==> src/rtl/banner_rom_if.sv <==
// banner_rom_if: pixel-request / pixel-result bundle between the coordinate
// generator (master) and banner_rom (slave).
//   msg        message select (0 WIN, 1 LOSE, 2 GO, 3 READY)
//   mode       0 static, 1 blink, 2 scroll, 3 scroll+blink
//   frame_tick one-cycle pulse per video frame
//   x, y       viewport column / row (row 0 = top)
//   color      12-bit pixel colour, two cycles after x/y
//   offset     current scroll offset
//   visible    current blink phase, 1 = text shown
interface banner_rom_if #(
  parameter int X_W = 6,
  parameter int Y_W = 3
);
  logic [1:0]     msg;
  logic [1:0]     mode;
  logic           frame_tick;
  logic [X_W-1:0] x;
  logic [Y_W-1:0] y;
  logic [11:0]    color;
  logic [7:0]     offset;
  logic           visible;

  modport master (
    output msg, mode, frame_tick, x, y,
    input  color, offset, visible
  );

  modport slave (
    input  msg, mode, frame_tick, x, y,
    output color, offset, visible
  );
endinterface

==> src/rtl/banner_rom.sv <==
// banner_rom: text-banner pixel source for the VGA status overlay.
// Holds four messages (WIN, LOSE, GO, READY) over a shared 5x7 font, each
// character occupying a 7-column cell (blank, 5 glyph columns, blank).
// Supports static, blink, scroll and scroll+blink modes advanced by a
// per-frame tick. Pixel path is a fixed 2-stage pipeline, one pixel/cycle.
// Ports:
//   clk   rising-edge system clock
//   rst   synchronous active-high reset
//   bus   banner_rom_if slave: msg/mode/frame_tick/x/y in,
//         color/offset/visible out
module banner_rom #(
  parameter int unsigned X_W           = 6,
  parameter int unsigned Y_W           = 3,
  parameter int unsigned VIEW_W        = 21,
  parameter int unsigned BLINK_FRAMES  = 30,
  parameter int unsigned SCROLL_FRAMES = 4,
  parameter logic [11:0] FG_COLOR      = 12'hFF0,
  parameter logic [11:0] BG_COLOR      = 12'h000,
  parameter logic [11:0] ERR_COLOR     = 12'hF00
) (
  input logic         clk,
  input logic         rst,
  banner_rom_if.slave bus
);

  // Column arithmetic width: wide enough for x + offset without overflow.
  localparam int unsigned SW = ((X_W > 8) ? X_W : 8) + 1;

  localparam logic [7:0] BLINK_LAST  = 8'(BLINK_FRAMES - 1);
  localparam logic [7:0] SCROLL_LAST = 8'(SCROLL_FRAMES - 1);

  typedef enum logic [3:0] {
    GL_BLANK, GL_W, GL_I, GL_N, GL_L, GL_O, GL_S,
    GL_E, GL_G, GL_R, GL_A, GL_D, GL_Y
  } glyph_t;

  // Message width in columns (7 per character).
  function automatic logic [7:0] msg_cols(input logic [1:0] m);
    logic [7:0] w;
    case (m)
      2'd0:    w = 8'd21;
      2'd1:    w = 8'd28;
      2'd2:    w = 8'd14;
      default: w = 8'd35;
    endcase
    return w;
  endfunction

  function automatic glyph_t msg_glyph(input logic [1:0] m, input logic [2:0] idx);
    glyph_t g;
    g = GL_BLANK;
    case (m)
      2'd0: begin
        case (idx)
          3'd0:    g = GL_W;
          3'd1:    g = GL_I;
          3'd2:    g = GL_N;
          default: g = GL_BLANK;
        endcase
      end
      2'd1: begin
        case (idx)
          3'd0:    g = GL_L;
          3'd1:    g = GL_O;
          3'd2:    g = GL_S;
          3'd3:    g = GL_E;
          default: g = GL_BLANK;
        endcase
      end
      2'd2: begin
        case (idx)
          3'd0:    g = GL_G;
          3'd1:    g = GL_O;
          default: g = GL_BLANK;
        endcase
      end
      default: begin
        case (idx)
          3'd0:    g = GL_R;
          3'd1:    g = GL_E;
          3'd2:    g = GL_A;
          3'd3:    g = GL_D;
          3'd4:    g = GL_Y;
          default: g = GL_BLANK;
        endcase
      end
    endcase
    return g;
  endfunction

  // Row mask of one cell column; cell columns 0 and 6 are spacing.
  function automatic logic [6:0] glyph_col(input glyph_t g, input logic [2:0] col);
    logic [34:0] cols;
    logic [6:0]  mask;
    case (g)
      GL_W:    cols = {7'h3F, 7'h40, 7'h30, 7'h40, 7'h3F};
      GL_I:    cols = {7'h00, 7'h41, 7'h7F, 7'h41, 7'h00};
      GL_N:    cols = {7'h7F, 7'h02, 7'h04, 7'h08, 7'h7F};
      GL_L:    cols = {7'h7F, 7'h40, 7'h40, 7'h40, 7'h40};
      GL_O:    cols = {7'h3E, 7'h41, 7'h41, 7'h41, 7'h3E};
      GL_S:    cols = {7'h46, 7'h49, 7'h49, 7'h49, 7'h31};
      GL_E:    cols = {7'h7F, 7'h49, 7'h49, 7'h49, 7'h41};
      GL_G:    cols = {7'h3E, 7'h41, 7'h49, 7'h49, 7'h7A};
      GL_R:    cols = {7'h7F, 7'h09, 7'h19, 7'h29, 7'h46};
      GL_A:    cols = {7'h7E, 7'h09, 7'h09, 7'h09, 7'h7E};
      GL_D:    cols = {7'h7F, 7'h41, 7'h41, 7'h41, 7'h3E};
      GL_Y:    cols = {7'h07, 7'h08, 7'h70, 7'h08, 7'h07};
      default: cols = '0;
    endcase
    case (col)
      3'd1:    mask = cols[34:28];
      3'd2:    mask = cols[27:21];
      3'd3:    mask = cols[20:14];
      3'd4:    mask = cols[13:7];
      3'd5:    mask = cols[6:0];
      default: mask = '0;
    endcase
    return mask;
  endfunction

  // ---------------------------------------------------------------------
  // Animation state
  // ---------------------------------------------------------------------
  logic [1:0] r_msg_q;
  logic [1:0] r_mode_q;
  logic [7:0] r_blink_cnt;
  logic [7:0] r_scroll_cnt;
  logic [7:0] r_offset;
  logic       r_visible;

  logic       w_restart;
  logic [7:0] w_offset_max;

  assign w_restart    = (bus.msg != r_msg_q) || (bus.mode != r_mode_q);
  assign w_offset_max = msg_cols(bus.msg) + 8'(VIEW_W) - 8'd1;

  always_ff @(posedge clk) begin
    if (rst) begin
      r_msg_q      <= '0;
      r_mode_q     <= '0;
      r_blink_cnt  <= '0;
      r_scroll_cnt <= '0;
      r_offset     <= '0;
      r_visible    <= 1'b1;
    end else begin
      r_msg_q  <= bus.msg;
      r_mode_q <= bus.mode;
      // A message/mode change restarts the animation and swallows any
      // coincident frame tick.
      if (w_restart) begin
        r_blink_cnt  <= '0;
        r_scroll_cnt <= '0;
        r_offset     <= '0;
        r_visible    <= 1'b1;
      end else begin
        if (!bus.mode[0]) begin
          r_blink_cnt <= '0;
          r_visible   <= 1'b1;
        end else if (bus.frame_tick) begin
          if (r_blink_cnt >= BLINK_LAST) begin
            r_blink_cnt <= '0;
            r_visible   <= ~r_visible;
          end else begin
            r_blink_cnt <= r_blink_cnt + 8'd1;
          end
        end

        if (!bus.mode[1]) begin
          r_scroll_cnt <= '0;
          r_offset     <= '0;
        end else if (bus.frame_tick) begin
          if (r_scroll_cnt >= SCROLL_LAST) begin
            r_scroll_cnt <= '0;
            r_offset     <= (r_offset >= w_offset_max) ? '0 : r_offset + 8'd1;
          end else begin
            r_scroll_cnt <= r_scroll_cnt + 8'd1;
          end
        end
      end
    end
  end

  // ---------------------------------------------------------------------
  // Pixel stage 1: logical column -> character index / cell column
  // ---------------------------------------------------------------------
  logic [SW-1:0] w_sum;
  logic [SW-1:0] w_c;
  logic [2:0]    w_char;
  logic [2:0]    w_cell;
  logic          w_blank;
  logic          w_oor;

  always_comb begin
    w_sum = SW'(bus.x);
    if (bus.mode[1]) begin
      w_sum = SW'(bus.x) + SW'(r_offset);
    end
    w_c = w_sum;
    // Constant divisor per message: exact wrap even on the cycle a message
    // change meets an offset computed for the previous message.
    if (bus.mode[1]) begin
      case (bus.msg)
        2'd0:    w_c = w_sum % SW'(21 + VIEW_W);
        2'd1:    w_c = w_sum % SW'(28 + VIEW_W);
        2'd2:    w_c = w_sum % SW'(14 + VIEW_W);
        default: w_c = w_sum % SW'(35 + VIEW_W);
      endcase
    end
    w_oor   = (SW'(bus.x) >= SW'(VIEW_W));
    w_blank = (w_c >= SW'(msg_cols(bus.msg))) || (32'(bus.y) >= 32'd7);
    w_char  = '0;
    w_cell  = '0;
    if (!w_blank) begin
      w_char = 3'(w_c / SW'(7));
      w_cell = 3'(w_c % SW'(7));
    end
  end

  logic [2:0]  r_s1_char;
  logic [2:0]  r_s1_cell;
  logic [2:0]  r_s1_row;
  logic        r_s1_blank;
  logic        r_s1_oor;
  logic [1:0]  r_s1_msg;
  logic        r_s1_vis;

  always_ff @(posedge clk) begin
    if (rst) begin
      r_s1_char  <= '0;
      r_s1_cell  <= '0;
      r_s1_row   <= '0;
      r_s1_blank <= 1'b1;
      r_s1_oor   <= 1'b0;
      r_s1_msg   <= '0;
      r_s1_vis   <= 1'b1;
    end else begin
      r_s1_char  <= w_char;
      r_s1_cell  <= w_cell;
      r_s1_row   <= 3'(bus.y);
      r_s1_blank <= w_blank;
      r_s1_oor   <= w_oor;
      r_s1_msg   <= bus.msg;
      r_s1_vis   <= r_visible;
    end
  end

  // ---------------------------------------------------------------------
  // Pixel stage 2: font lookup and colour select
  // ---------------------------------------------------------------------
  logic [7:0]  w_mask;
  logic        w_lit;
  logic [11:0] w_color;
  logic [11:0] r_color;

  always_comb begin
    w_mask  = {1'b0, glyph_col(msg_glyph(r_s1_msg, r_s1_char), r_s1_cell)};
    w_lit   = w_mask[r_s1_row];
    w_color = BG_COLOR;
    if (r_s1_oor) begin
      w_color = ERR_COLOR;
    end else if (!r_s1_blank && w_lit && r_s1_vis) begin
      w_color = FG_COLOR;
    end
  end

  always_ff @(posedge clk) begin
    if (rst) begin
      r_color <= BG_COLOR;
    end else begin
      r_color <= w_color;
    end
  end

  assign bus.color   = r_color;
  assign bus.offset  = r_offset;
  assign bus.visible = r_visible;

endmodule

==> src/flat_wrapper.sv <==
// flat-port wrapper written by rule: the top's interface ports become plain ports
module banner_rom_flat 
#(
  parameter int unsigned X_W           = 6,
  parameter int unsigned Y_W           = 3,
  parameter int unsigned VIEW_W        = 21,
  parameter int unsigned BLINK_FRAMES  = 30,
  parameter int unsigned SCROLL_FRAMES = 4,
  parameter logic [11:0] FG_COLOR      = 12'hFF0,
  parameter logic [11:0] BG_COLOR      = 12'h000,
  parameter logic [11:0] ERR_COLOR     = 12'hF00
)
  (clk, rst, bus_msg, bus_mode, bus_frame_tick, bus_x, bus_y, bus_color, bus_offset, bus_visible);
  banner_rom_if #(.X_W(X_W), .Y_W(Y_W)) bus_i ();
  input logic clk;
  input logic rst;
  input wire logic [$bits(bus_i.msg)-1:0] bus_msg;
  input wire logic [$bits(bus_i.mode)-1:0] bus_mode;
  input wire logic [$bits(bus_i.frame_tick)-1:0] bus_frame_tick;
  input wire logic [$bits(bus_i.x)-1:0] bus_x;
  input wire logic [$bits(bus_i.y)-1:0] bus_y;
  output wire logic [$bits(bus_i.color)-1:0] bus_color;
  output wire logic [$bits(bus_i.offset)-1:0] bus_offset;
  output wire logic [$bits(bus_i.visible)-1:0] bus_visible;
  assign bus_i.msg = bus_msg;
  assign bus_i.mode = bus_mode;
  assign bus_i.frame_tick = bus_frame_tick;
  assign bus_i.x = bus_x;
  assign bus_i.y = bus_y;
  assign bus_color = bus_i.color;
  assign bus_offset = bus_i.offset;
  assign bus_visible = bus_i.visible;
  banner_rom #(.X_W(X_W), .Y_W(Y_W), .VIEW_W(VIEW_W), .BLINK_FRAMES(BLINK_FRAMES), .SCROLL_FRAMES(SCROLL_FRAMES), .FG_COLOR(FG_COLOR), .BG_COLOR(BG_COLOR), .ERR_COLOR(ERR_COLOR)) u_core (.clk(clk), .rst(rst), .bus(bus_i));
endmodule
==> config.mk <==
export PLATFORM = sky130hd
export DESIGN_NAME = banner_rom_flat
export DESIGN_NICKNAME = d
export VERILOG_FILES = /design/src/rtl/banner_rom_if.sv /design/src/rtl/banner_rom.sv /design/src/flat_wrapper.sv
export SDC_FILE = /design/constraint.sdc
export NUM_CORES = 1
export LEC_CHECK = 0
export BUFFER_PORTS_ARGS = -buffer_cell sky130_fd_sc_hd__buf_2
export CAP_MARGIN = 0
export CORE_UTILIZATION = 40
export CTS_CLUSTER_DIAMETER = 80
export DETAILED_ROUTE_END_ITERATION = 10
export GPL_ROUTABILITY_DRIVEN = 0
export PLACE_DENSITY = 0.6
export SLEW_MARGIN = 20
export SYNTH_ARGS = -nofsm -noshare
export SYNTH_HDL_FRONTEND = slang
export SYNTH_SLANG_ARGS = --single-unit
export TNS_END_PERCENT = 5
==> constraint.sdc <==
create_clock -name clk -period 32 [get_ports clk]
set_input_delay 6.4 -clock clk [delete_from_list [all_inputs] [get_ports clk]]
set_output_delay 6.4 -clock clk [all_outputs]
set_load 0.1 [all_outputs]
==> results.json <==
{
  "end_kind": "register",
  "dp_hpwl_um": 13470,
  "worstSetupStartpointType": "input port",
  "async_flop_share_pct": 0,
  "holdPathStages": 1,
  "ys_ff_latch": 43,
  "drive_gt1_share_pct": 12.46,
  "synth-seq-area-share_pct": 13.38,
  "fin_skew_ns": 0.005042,
  "grt-ovfl-total": 0,
  "clock_path_buffers": 2,
  "hold_viol": 0,
  "area_growth_pct": 6.380,
  "setup_violations": 0,
  "post_cts_buffers": 0,
  "drtAntennaViolNets": 0,
  "die_area_sq_um": 16590,
  "cts_tree": "done",
  "insertion_delay_ns": 0.28,
  "crit_arrival_ns": 20.12,
  "rows": 45,
  "crit_type": "input port to register",
  "grt_pass1_wl_um": 27580,
  "first_iter_violations": 509,
  "stdcell_area_sq_um": 6843,
  "syn_avg_cell_area_sq_um": 7.658,
  "ys_types": 109,
  "fp.coreArea_sq_um": 15430,
  "critPathMaxStageDelay_ns": 0.61,
  "status": "finished, final reports clean",
  "cts.sinks": 43,
  "drt_pass1_iterations": 5,
  "place.port_buffers": 32,
  "cp_common_cell": "ha_1",
  "drv_slew": 0,
  "vias": 6232,
  "cts_htree_levels": 2,
  "boundaryPins": 37,
  "cpMaxStageDelayCell": "buf_2",
  "diodes": 0,
  "setup_slack_ns": 12.05,
  "period_needed_ns": 19.95,
  "viasPerCell": 5.868,
  "hold_path.class": "register to register",
  "cts_root_buffer": "clkbuf_16",
  "synthCells": 840,
  "synthFlopType": "dfxtp_1",
  "chipWidth_um": 128.8,
  "clk_pin_slew_ns": 0.06,
  "antenna_found_initial": 0,
  "grt_pass1_vias": 5516,
  "totalWireLength_um": 16960,
  "drc": 0,
  "fin_setup_tns_ns": 0,
  "worst-path-max-fanout": 39,
  "fp.dieH_um": 128.8,
  "reg2reg_depth": 58,
  "powerDensity_nw_per_um2": 37.68,
  "fmax_ghz": 0.05014,
  "cts_hold_buf": 0,
  "routedWlPerCell_um": 15.97,
  "post_cts_resized": 0,
  "dpl_cell_area_sq_um": 6701,
  "rsz0062_at_grt": "no",
  "cts_buffers": 5,
  "yosys_warnings": 0,
  "preCtsSetupSlack_ns": 11.97,
  "synth-edff-count": 0,
  "track_usage_pct": 20.31,
  "ir_drop_mv": 0.02692,
  "syn_area_sq_um": 6432,
  "initial_core_util_pct": 41.70,
  "slew_headroom_pct": 42.32,
  "grt_max_degree": 40,
  "tightest_slew_ns": 0.8434,
  "required_ns": 32.17,
  "timing.final.crit_share_pct": 62.33,
  "maxCapViolations": 0,
  "nets": 925,
  "p_leak_nw": 2.759
}
-- stage by stage --
| stage | power (W) | std cells | utilization, % | hold WS (ns) |
|---|---|---|---|---|
| detailed placement | 0.0002079 | 1054 | 43.44 | 0.4129 |
| global placement | 0.0002089 | 1054 | 43.44 | 0.4146 |
| finish | 0.0002579 | 1062 | 44.36 | 0.4243 |
| floorplan | 0.0001799 | 844 | - | 0.3972 |
| CTS | 0.0002576 | 1062 | 44.36 | 0.4240 |
| global route | 0.0002769 | 1062 | 44.36 | 0.4363 |
-- state kept, by name (all words and copies together), names as in the netlist, 2 cells and up --
signal and count:
u_core.bus.color 2, u_core.bus.offset 8, u_core.r_blink_cnt 8, u_core.r_mode_q 2, u_core.r_msg_q 2, u_core.r_s1_cell 3, u_core.r_s1_char 3, u_core.r_s1_row 3
u_core.r_scroll_cnt 8
-- cell usage in the layout, fill, tap and decap left out, types with 6 or more instances in the layout --
cell type,count
nor2b_1,15
o21ai_1,6
nand3_1,22
and3_1,12
o21a_1,9
nor2_1,86
nand3b_1,8
xor2_1,15
nor3_1,15
a21oi_1,63
a21o_1,14
nand2_1,71
o21ai_0,39
o22ai_1,6
dfxtp_1,43
nand4_1,14
a31oi_1,21
nand2b_1,17
o211ai_1,10
mux2_2,9
inv_1,38
xnor2_1,28
ha_1,57
and2_1,8
buf_2,32
a211oi_1,9
or3_1,9
mux2i_1,20
o21bai_1,6
-- layout make-up --
class | count | area (sq um)
well taps | 211 | 264.0
clock buffers | 6 | 128.9
flip-flops and latches | 43 | 860.8
inverters | 41 | 153.9
multi-input cells | 722 | 5225
fillers | 1610 | 8584
repair buffers | 37 | 197.7
clock inverters | 2 | 12.51
-- metal layers --
metal	part of all wire, %	up-vias	GRT usage [%]
li1	-	3148	-
met1	50	2905	28.56
met2	45	163	33.80
met3	3.7	16	1.331
met4	1.3	0	4.637
met5	0	-	0
-- cell usage after synthesis, types with 15 or more instances --
| master | n | area share [%] |
|---|---|---|
| nor2_1 | 86 | 5.0 |
| a21oi_1 | 63 | 4.9 |
| xor2_1 | 15 | 2.0 |
| nor3_1 | 15 | 1.2 |
| mux2i_1 | 20 | 3.1 |
| nor2b_1 | 15 | 1.5 |
| inv_1 | 38 | 2.2 |
| nand2b_1 | 17 | 1.7 |
| o21ai_0 | 39 | 3.0 |
| ha_1 | 57 | 11 |
| nand2_1 | 71 | 4.1 |
| a31oi_1 | 21 | 2.0 |
| nand3_1 | 22 | 1.7 |
| dfxtp_1 | 43 | 13 |
| xnor2_1 | 28 | 3.8 |
-- report_power, final --
group / switching [W] / internal (W)
logic: 0.0000930 / 0.0000555
registers: 0.00000432 / 0.0000562
clock network: 0.0000201 / 0.0000288
-- path summary, 6_finish.rpt --
path / startpoint / endpoint / slack (ns)
max: bus_mode[1] / u_core.r_s1_cell[0]$_SDFF_PP0_ / 12.05
min: u_core.r_s1_oor$_SDFF_PP0_ / u_core.bus.color[6]$_SDFF_PP0_ / 0.42
max reg2reg: u_core.bus.offset[1]$_SDFFE_PP0P_ / u_core.r_s1_cell[0]$_SDFF_PP0_ / 17.84
min reg2reg: u_core.r_s1_oor$_SDFF_PP0_ / u_core.bus.color[6]$_SDFF_PP0_ / 0.42
-- critical path, delay by kind of cell --
kind                       cells  cell delay [ns]
xor gates and xnor gates       2             0.51
AOI/OAI and AO/OA             26             6.25
and+or+nand+nor               13             2.55
buffers and inverters          5             1.49
adders and majority gates      6             1.99
muxes                          3             0.90
-- logic make-up (layout without fill, tap and decap cells) --
group / Yosys count / after routing / share of synthesized area [%]
xor gates and xnor gates: 45 / 45 / 6.478
DFF: 43 / 43 / 13.38
adders and majority gates: 59 / 59 / 11.71
AOI/OAI and AO/OA: 271 / 271 / 32.35
other: 1 / 5 / 0.05830
muxes: 33 / 33 / 5.660
buffers and inverters: 79 / 86 / 5.621
and+or+nand+nor: 309 / 309 / 24.74
(Power assumes the default switching activity.)
